## config.mk

```make
export PLATFORM = sky130hd
export DESIGN_NAME = vga_pixel_fetch
export DESIGN_NICKNAME = d
export VERILOG_FILES = /design/src/rtl/vga_pixel_fetch.sv
export SDC_FILE = /design/constraint.sdc
export NUM_CORES = 1
export LEC_CHECK = 0
export CAP_MARGIN = 10
export CORE_MARGIN = 1
export CORE_UTILIZATION = 35
export CTS_BUF_LIST = sky130_fd_sc_hd__clkbuf_8
export CTS_CLUSTER_SIZE = 10
export DETAILED_ROUTE_END_ITERATION = 8
export HOLD_SLACK_MARGIN = 0.08
export PLACE_DENSITY = 0.66
export SLEW_MARGIN = 0
export SYNTH_ARGS = -nofsm -noshare
export SYNTH_HDL_FRONTEND = slang
export SYNTH_SLANG_ARGS = --single-unit
```

## constraint.sdc

```tcl
create_clock -name clk -period 7.3 [get_ports clk]
set_input_delay 0.73 -clock clk [delete_from_list [all_inputs] [get_ports clk]]
set_output_delay 0.73 -clock clk [all_outputs]
set_load 0.01 [all_outputs]
```

## src/rtl/vga_pixel_fetch.sv

```systemverilog
// Three-stage framebuffer fetch for a 640x480 display of a 2x-upscaled image.
// Optional colour-bar background when VGA_TEST_PATTERN_EN is defined.
module vga_pixel_fetch #(
  parameter int IMG_W  = 320,
  parameter int IMG_H  = 240,
  parameter int ADDR_W = 17
) (
  input  logic              clk,
  input  logic              rst,
  input  logic              h_sync_in,
  input  logic              v_sync_in,
  input  logic              blank_n_in,
  input  logic [9:0]        posx,
  input  logic [8:0]        posy,
  input  logic              img_ready,
  output logic              mem_rd,
  output logic [ADDR_W-1:0] mem_addr,
  input  logic [7:0]        mem_rdata,
  output logic [7:0]        red,
  output logic [7:0]        green,
  output logic [7:0]        blue,
  output logic              h_sync_out,
  output logic              v_sync_out,
  output logic              blank_n_out,
  output logic              showing,
  output logic [7:0]        frame_cnt
);

  typedef enum logic [1:0] {
    IDLE,
    ARMED,
    SHOW
  } state_t;

  localparam logic [31:0] IMG_W_L = 32'(IMG_W);
  localparam logic [31:0] IMG_H_L = 32'(IMG_H);

  state_t state_q, state_d;
  logic [7:0] fc_q, fc_d;
  logic fs;

  logic              s1_rd_q, s1_rd_d;
  logic [ADDR_W-1:0] s1_addr_q, s1_addr_d;
  logic              s1_hs_q, s1_vs_q, s1_bn_q;
  state_t            s1_st_q;

  logic   s2_rd_q;
  logic   s2_hs_q, s2_vs_q, s2_bn_q;
  state_t s2_st_q;

  logic [23:0] s3_rgb_q, s3_rgb_d;
  logic        s3_hs_q, s3_vs_q, s3_bn_q;

  logic        vis;
  logic [31:0] addr_full;
  logic [23:0] bg;

`ifdef VGA_TEST_PATTERN_EN
  logic [2:0] s1_bar_q, s1_bar_d;
  logic [2:0] s2_bar_q;

  function automatic logic [23:0] bar_rgb(logic [2:0] b);
    case (b)
      3'd0:    bar_rgb = 24'hFFFFFF;
      3'd1:    bar_rgb = 24'hFFFF00;
      3'd2:    bar_rgb = 24'h00FFFF;
      3'd3:    bar_rgb = 24'h00FF00;
      3'd4:    bar_rgb = 24'hFF00FF;
      3'd5:    bar_rgb = 24'hFF0000;
      3'd6:    bar_rgb = 24'h0000FF;
      default: bar_rgb = 24'h000000;
    endcase
  endfunction

  always_comb begin
    s1_bar_d = 3'd7;
    for (int i = 7; i >= 0; i--) begin
      if (posx < 10'(80 * (i + 1))) s1_bar_d = 3'(i);
    end
  end

  assign bg = bar_rgb(s2_bar_q);
`else
  assign bg = 24'h000000;
`endif

  // The pixel on the FS cycle already carries the post-FS state.
  always_comb begin
    state_d = state_q;
    fc_d    = fc_q;
    fs      = blank_n_in && (posx == 10'd0) && (posy == 9'd0);
    case (state_q)
      IDLE: begin
        if (img_ready) state_d = ARMED;
      end
      ARMED: begin
        if (!img_ready) state_d = IDLE;
        else if (fs) state_d = SHOW;
      end
      SHOW: begin
        if (fs && !img_ready) state_d = IDLE;
      end
      default: state_d = IDLE;
    endcase
    if (fs && state_d == SHOW) fc_d = fc_q + 8'd1;
  end

  always_comb begin
    addr_full = 32'(posy >> 1) * IMG_W_L + 32'(posx >> 1);
    vis = (posx < 10'd640) && (posy < 9'd480) &&
          (32'(posx >> 1) < IMG_W_L) &&
          (32'(posy >> 1) < IMG_H_L);
    s1_rd_d   = blank_n_in && vis && (state_d == SHOW);
    s1_addr_d = s1_rd_d ? addr_full[ADDR_W-1:0] : s1_addr_q;
  end

  always_comb begin
    s3_rgb_d = 24'h000000;
    if (s2_bn_q) begin
      if (s2_st_q == SHOW) begin
        if (s2_rd_q) s3_rgb_d = {3{mem_rdata}};
      end else begin
        s3_rgb_d = bg;
      end
    end
  end

  always_ff @(posedge clk) begin
    if (!rst) begin
      state_q   <= IDLE;
      fc_q      <= 8'd0;
      s1_rd_q   <= 1'b0;
      s1_addr_q <= '0;
      s1_hs_q   <= 1'b1;
      s1_vs_q   <= 1'b1;
      s1_bn_q   <= 1'b0;
      s1_st_q   <= IDLE;
      s2_rd_q   <= 1'b0;
      s2_hs_q   <= 1'b1;
      s2_vs_q   <= 1'b1;
      s2_bn_q   <= 1'b0;
      s2_st_q   <= IDLE;
      s3_rgb_q  <= 24'h000000;
      s3_hs_q   <= 1'b1;
      s3_vs_q   <= 1'b1;
      s3_bn_q   <= 1'b0;
    end else begin
      state_q   <= state_d;
      fc_q      <= fc_d;
      s1_rd_q   <= s1_rd_d;
      s1_addr_q <= s1_addr_d;
      s1_hs_q   <= h_sync_in;
      s1_vs_q   <= v_sync_in;
      s1_bn_q   <= blank_n_in;
      s1_st_q   <= state_d;
      s2_rd_q   <= s1_rd_q;
      s2_hs_q   <= s1_hs_q;
      s2_vs_q   <= s1_vs_q;
      s2_bn_q   <= s1_bn_q;
      s2_st_q   <= s1_st_q;
      s3_rgb_q  <= s3_rgb_d;
      s3_hs_q   <= s2_hs_q;
      s3_vs_q   <= s2_vs_q;
      s3_bn_q   <= s2_bn_q;
    end
  end

`ifdef VGA_TEST_PATTERN_EN
  always_ff @(posedge clk) begin
    if (!rst) begin
      s1_bar_q <= 3'd0;
      s2_bar_q <= 3'd0;
    end else begin
      s1_bar_q <= s1_bar_d;
      s2_bar_q <= s1_bar_q;
    end
  end
`endif

  assign mem_rd      = s1_rd_q;
  assign mem_addr    = s1_addr_q;
  assign red         = s3_rgb_q[23:16];
  assign green       = s3_rgb_q[15:8];
  assign blue        = s3_rgb_q[7:0];
  assign h_sync_out  = s3_hs_q;
  assign v_sync_out  = s3_vs_q;
  assign blank_n_out = s3_bn_q;
  assign showing     = (state_q == SHOW);
  assign frame_cnt   = fc_q;

endmodule

```

==> results_dict.tcl, run 1 <==
set metrics [dict create \
    cts_resized 0 \
    async_flop_share_pct 0 \
    wl_per_cell_um 12.2 \
    grt_max_degree 25 \
    drv_cap 0 \
    finalHoldViolations 0 \
    htreeDepth 2 \
    maxSlewViolCount 0 \
    setup_viol 0 \
    fin_nets 361 \
    hp-start "s1_vs_q" \
    vias 1855 \
    overflow 0 \
    drc 0 \
    cts_setup_buffers 0 \
    powerDensity_mw_per_mm2 165 \
    r2r-start "s1_st_q[1]" \
    fin_crit_sh_pct 46.3 \
    vdd_drop_max_mv 0.101 \
    rr_worst_depth 5 \
    hp-class "register to register" \
    rsz0062_at_grt "no" \
    pwr-share-seq_pct 49.9 \
    ys_ff_latch 48 \
    grt_pass1_wl_um 8020 \
    fillers 634 \
    cp_slowest_cell "fa_1" \
    final_area_mm2 0.00322 \
    p_leak_uw 0.00121 \
    critPathMaxFanout 4 \
    cellInternalPower_uw 408 \
    min_path_cells 1 \
    cts_root_buffer "clkbuf_8" \
    ys_top_cells_by_area "dfxtp_1 41%, ha_1 8.6%, buf_4 5.2%" \
    end_kind "register" \
    max_slew_margin_pct 35.8 \
    die_y_um 83.5 \
    r2r_setup_slack_ps 5290 \
    yosys_most_used_dff "dfxtp_1" \
    io_buffers 86 \
    clk_pin_slew_ps 80 \
    first_global_vias 1751 \
    drtIter0Drc 26 \
    place_hpwl_um 3790 \
    grt_use_total_pct 14.2 \
    drive_above_1_share_pct 3.54 \
    switching_share_pct 23.0 \
    path_cells "clkdlybuf4s50_1, ha_1, ha_1, fa_1, o211a_1, o21ai_0, nor4_1, nor4bb_1, xor2_1, a21oi_1" \
    synth_area_leader_cell "dfxtp_1" \
    whs_endpoint "s2_vs_q" \
    cp.arrival_ps 3520 \
    die_area_mm2 0.00698 \
    status "completed" \
    worst_slew_pin_slew_ps 963 \
    synth_cell_types 43 \
    firstDrtPassIters 4 \
    fmax_mhz 296 \
    tritoncts "yes" \
    pwr-share-clk_pct 34.7 \
    ys_seq_area_share_pct 41.3 \
    yosys-top-cells-count "48 x dfxtp_1, 27 x nor2_1, 16 x buf_4, 16 x ha_1, 14 x and2_1" \
    cts.path.max_buffers 2 \
    p_comb_share_pct 15.5 \
    std_cell_rows 29 \
    dieWidth_um 83.5 \
    placed_cells 380 \
    yosysMostFrequentCell "dfxtp_1" \
    cts_sinks 48 \
    cp-start-kind "input port" \
    p_switching_uw 122 \
    diodes 0 \
    cp.required_ps 7440 \
    cts_buffers 5 \
    hold_buffers 0 \
    start_util_pct 36.4 \
    clock_latency_ps 290 \
    timing.rr.end "mem_addr[11]" \
    yosysWarnings 0 \
    synthToLayoutAreaGrowth_pct 38.3 \
    syn_nets 290 \
    synth.avg_cell_area_um2 9.74 \
    post-route-min-period_ps 3380 \
    io_pins 87 \
    finalClockSkew_ps 5.33 \
    fin_cells 388 \
    setup_tns_ps 0 \
    placed_area_mm2 0.00311 \
    wl_um 4730 \
    ant_nets 0 \
    netlist_area_mm2 0.00233 \
    core-area_mm2 0.00639 \
    synth_edf_count 0 \
    cp_common_cell "ha_1" \
    antenna_found_initial 0 \
    critPathKind "input port to register" \
    viasPerCell 4.78 \
    crit_path_max_incr_delay_ps 540 \
    synth.top_cell.area_share_pct 41.3 \
    gp_congestion 0.807 \
    syn-instance-count 239 \
]
[stage by stage]
stage          hold slack (ps)  total power, uW  utilization (%)  setup slack, ps
2_1_floorplan              386              322                -             4310
3_3_place_gp               394              353             48.7             3640
3_5_place_dp               392              354             48.7             3590
4_1_cts                    413              541             50.4             3910
5_1_grt                    426              562             50.4             3690
6_report                   411              531             50.4             3920
[worst max path at each step]
stage,start,endpoint,slack (ps),depth (start not counted)
3_5_place_dp,posy[2],mem_addr[15],3590,10
2_1_floorplan,posy[2],mem_addr[15],4310,9
3_3_place_gp,posy[2],mem_addr[15],3640,10
4_1_cts,posy[2],mem_addr[15],3910,10
6_report,posy[2],mem_addr[15],3920,10
5_1_grt,posy[2],mem_addr[15],3690,10
[metal layers]
metal  GRT usage (%)  up-vias  share of wire (%)
li1                -      949                  -
met1            17.1      837                 45
met2            24.7       64                 47
met3            3.96        5                6.2
met4            4.16        0                1.2
met5               0        -                  0
[kinds of logic (layout without fill, tap and decap cells)]
group	count (synthesis)	in the layout	synth area share (%)
xor+xnor	18	18	6.77
compound gates	31	31	9.03
simple gates	87	87	20.1
buf+inv	27	99	8.23
flops	48	48	41.3
fa+ha+maj	18	18	10.3
mux	10	10	4.30
[critical path: cells and delay by family]
family / cells / cell delay [ps]
AOI/OAI and AO/OA: 3 / 340
buffers and inverters: 1 / 480
and+or+nand+nor: 2 / 700
xor gates and xnor gates: 1 / 170
adders and majority gates: 3 / 1110
[final cells by class]
| type | instances | area [um2] | share of cell area [%] |
|---|---|---|---|
| inverter | 5 | 18.8 | 0.583 |
| multi-input combinational | 164 | 1170 | 36.5 |
| tap | 77 | 96.3 | 2.99 |
| clock buffer | 5 | 68.8 | 2.14 |
| sequential | 48 | 961 | 29.8 |
| clock inverter | 3 | 38.8 | 1.20 |
| timing repair buffer | 86 | 861 | 26.7 |
[power by group through the flow]
stage / combinational, uW / clock (uW) / sequential (uW)
3_5_place_dp: 82.8 / 0 / 271
6_report: 82.1 / 184 / 265
2_1_floorplan: 50.9 / 0 / 271
4_1_cts: 83.4 / 193 / 265
5_1_grt: 92.8 / 204 / 265
3_3_place_gp: 82.1 / 0 / 271
[flip-flops by register name, summed over array words and instances, names as in the netlist, 2 cells and up]
| signal | cells |
|---|---|
| s3_rgb_q | 8 |
| s1_st_q | 2 |
| mem_addr | 17 |
| frame_cnt | 8 |
| s2_st_q | 2 |
[placed cells by master (no fill, tap or decap), types with 3 or more instances in the layout]
cell,synthesis,routed
nor2_1,27,27
mux2i_1,10,10
clkdlybuf4s50_1,0,86
dfxtp_1,48,48
nor2b_1,3,3
a211oi_1,3,3
nand4_1,4,4
and2_1,14,14
nor4_1,6,6
nand2_1,6,6
nand2b_1,6,6
ha_1,16,16
xor2_1,9,9
clkbuf_8,0,5
nor3_1,5,5
a21oi_1,6,6
o21ai_0,10,10
xnor2_1,9,9
nand3_1,4,4
inv_1,5,6
No activity file was read; power rests on OpenSTA's default activity.
==> inputs of run 2 (changes only) <==
Clock period 7.3 ns to 3.4 ns, I/O delays scaled along.
==> run 2 against run 1 <==
Effect of this change:
- global-route usage shrank 0.54 points
- routed wire length shrank 0.89%
- highest routed layer unchanged
- sequential power grew 110%
- critical path depth is the same
- setup slack lost 3400 ps
- die area is the same
- worst hold slack is essentially flat
- non-clock buffer count grew 2
- sequential share of layout area shrank 0.14 points
- clock skew grew 1.8 ps
- first-iteration DRC count grew 69%
- clock power grew 120%
==> results_dict.tcl, run 2 (synthesis results as in run 1) <==
set metrics [dict create \
    cp.required_ps 3580 \
    diodes 0 \
    end_kind "register" \
    crit_buf_inv 1 \
    crit_path_max_incr_delay_ps 530 \
    start_util_pct 36.4 \
    wl_met3_um 302 \
    die_y_um 83.5 \
    drc 0 \
    htreeDepth 2 \
    maxSlewViolCount 0 \
    fin_nets 363 \
    fin_crit_sh_pct 86.0 \
    cp.arrival_ps 3100 \
    overflow 0 \
    cp-start-kind "input port" \
    dr.max_layer_used "met4" \
    powerDensity_mw_per_mm2 353 \
    die_area_mm2 0.00698 \
    core-area_mm2 0.00639 \
    gp_congestion 0.803 \
    cts_setup_buffers 0 \
    fillers 626 \
    largest_register_ff_count 17 \
    met2_length_um 2160 \
    place_hpwl_um 3720 \
    drtIter0Drc 44 \
    p_leak_uw 0.00122 \
    antenna_found_initial 0 \
    first_global_vias 1674 \
    rsz0062_at_grt "no" \
    firstDrtPassIters 5 \
    place_ws_ps 152 \
    hold_buffers 0 \
    std_cell_rows 29 \
    grt_max_degree 25 \
    cts_resized 0 \
    synthToLayoutAreaGrowth_pct 39.0 \
    wl_per_cell_um 12.0 \
    vdd_drop_max_mv 0.214 \
    final_common_cell "clkdlybuf4s50_1" \
    vias 1849 \
    drv_cap 0 \
    io_buffers 86 \
    setup_tns_ps 0 \
    fmax_mhz 342 \
    viasPerCell 4.74 \
    critPathKind "input port to register" \
    worst_slew_pin_slew_ps 793 \
    io_pins 87 \
    cp_slowest_cell "fa_1" \
    grt_use_total_pct 13.7 \
    path_delay_family "adder cells" \
    finalClockSkew_ps 7.10 \
    max_slew_margin_pct 47.1 \
    tritoncts "yes" \
    critPathMaxFanout 4 \
    finalHoldViolations 0 \
    wl_um 4680 \
    clk_pin_slew_ps 80 \
    layout_common_cells "86 x clkdlybuf4s50_1, 48 x dfxtp_1, 27 x nor2_1" \
    setup_viol 0 \
    layout_setup_ws_ps 478 \
    hp-class "register to register" \
    dieWidth_um 83.5 \
    cts_buffers 5 \
    drive_above_1_share_pct 4.15 \
    clock_latency_ps 300 \
    cp_common_cell "ha_1" \
    cts_root_buffer "clkbuf_8" \
    wl_met1_um 2190 \
    grt_pass1_wl_um 7730 \
    post-route-min-period_ps 2920 \
    path_cells "clkdlybuf4s50_1, ha_1, ha_1, fa_1, o211a_1, o21ai_0, nor4_1, nor4bb_1, xor2_1, a21oi_1" \
    cts_sinks 48 \
    ant_nets 0 \
    status "completed" \
    cts.path.max_buffers 2 \
]
## run 2: stage by stage
stage / cells / util (%) / hold WS, ps / cell area, um2 / power, uW
2_1_floorplan: 239 / - / 386 / 2330 / 691
3_3_place_gp: 382 / 49.0 / 394 / 3130 / 759
3_5_place_dp: 382 / 49.0 / 393 / 3130 / 760
4_1_cts: 390 / 50.6 / 414 / 3230 / 1160
5_1_grt: 390 / 50.6 / 426 / 3230 / 1210
6_report: 390 / 50.6 / 411 / 3230 / 1140
## run 2: routing by layer
layer	vias to the layer above	global-route usage, %
met5	-	0
met4	0	3.70
met3	5	3.96
met2	67	22.7
met1	822	17.3
li1	955	-
## run 2: worst register-to-register path, stage by stage (launching register included)
cell and delay (ps):
dfxtp_1 410, nor2b_1 200, o21ai_0 140, nor4_1 540
nand4_1 180, xor2_1 170, nor2_1 50
## run 2: final timing paths
| check | from | to | slack (ps) | cells past startpoint |
|---|---|---|---|---|
| setup / recovery | posy[2] | mem_addr[15] | 480 | 10 |
| hold / removal | s2_hs_q | h_sync_out | 410 | 1 |
| setup reg to reg | s1_st_q[1] | frame_cnt[6] | 1580 | 6 |
| hold reg to reg | s2_hs_q | h_sync_out | 410 | 1 |
## run 2: final cells by class
type | count | area (um2) | share of cell area, %
Timing Repair Buffer | 88 | 876 | 27.1
Clock inverter | 3 | 38.8 | 1.20
Inverter | 5 | 18.8 | 0.580
Sequential cell | 48 | 961 | 29.7
Clock buffer | 5 | 68.8 | 2.13
Tap cell | 77 | 96.3 | 2.98
Multi-Input combinational cell | 164 | 1170 | 36.3
## run 2: report_power, final
| part | internal [uW] | leakage, uW | total, uW | switching [uW] |
|---|---|---|---|---|
| Sequential | 567 | 0.000389 | 568 | 1.34 |
| Combinational | 95.3 | 0.000776 | 178 | 82.3 |
| Clock | 215 | 0.0000593 | 398 | 182 |
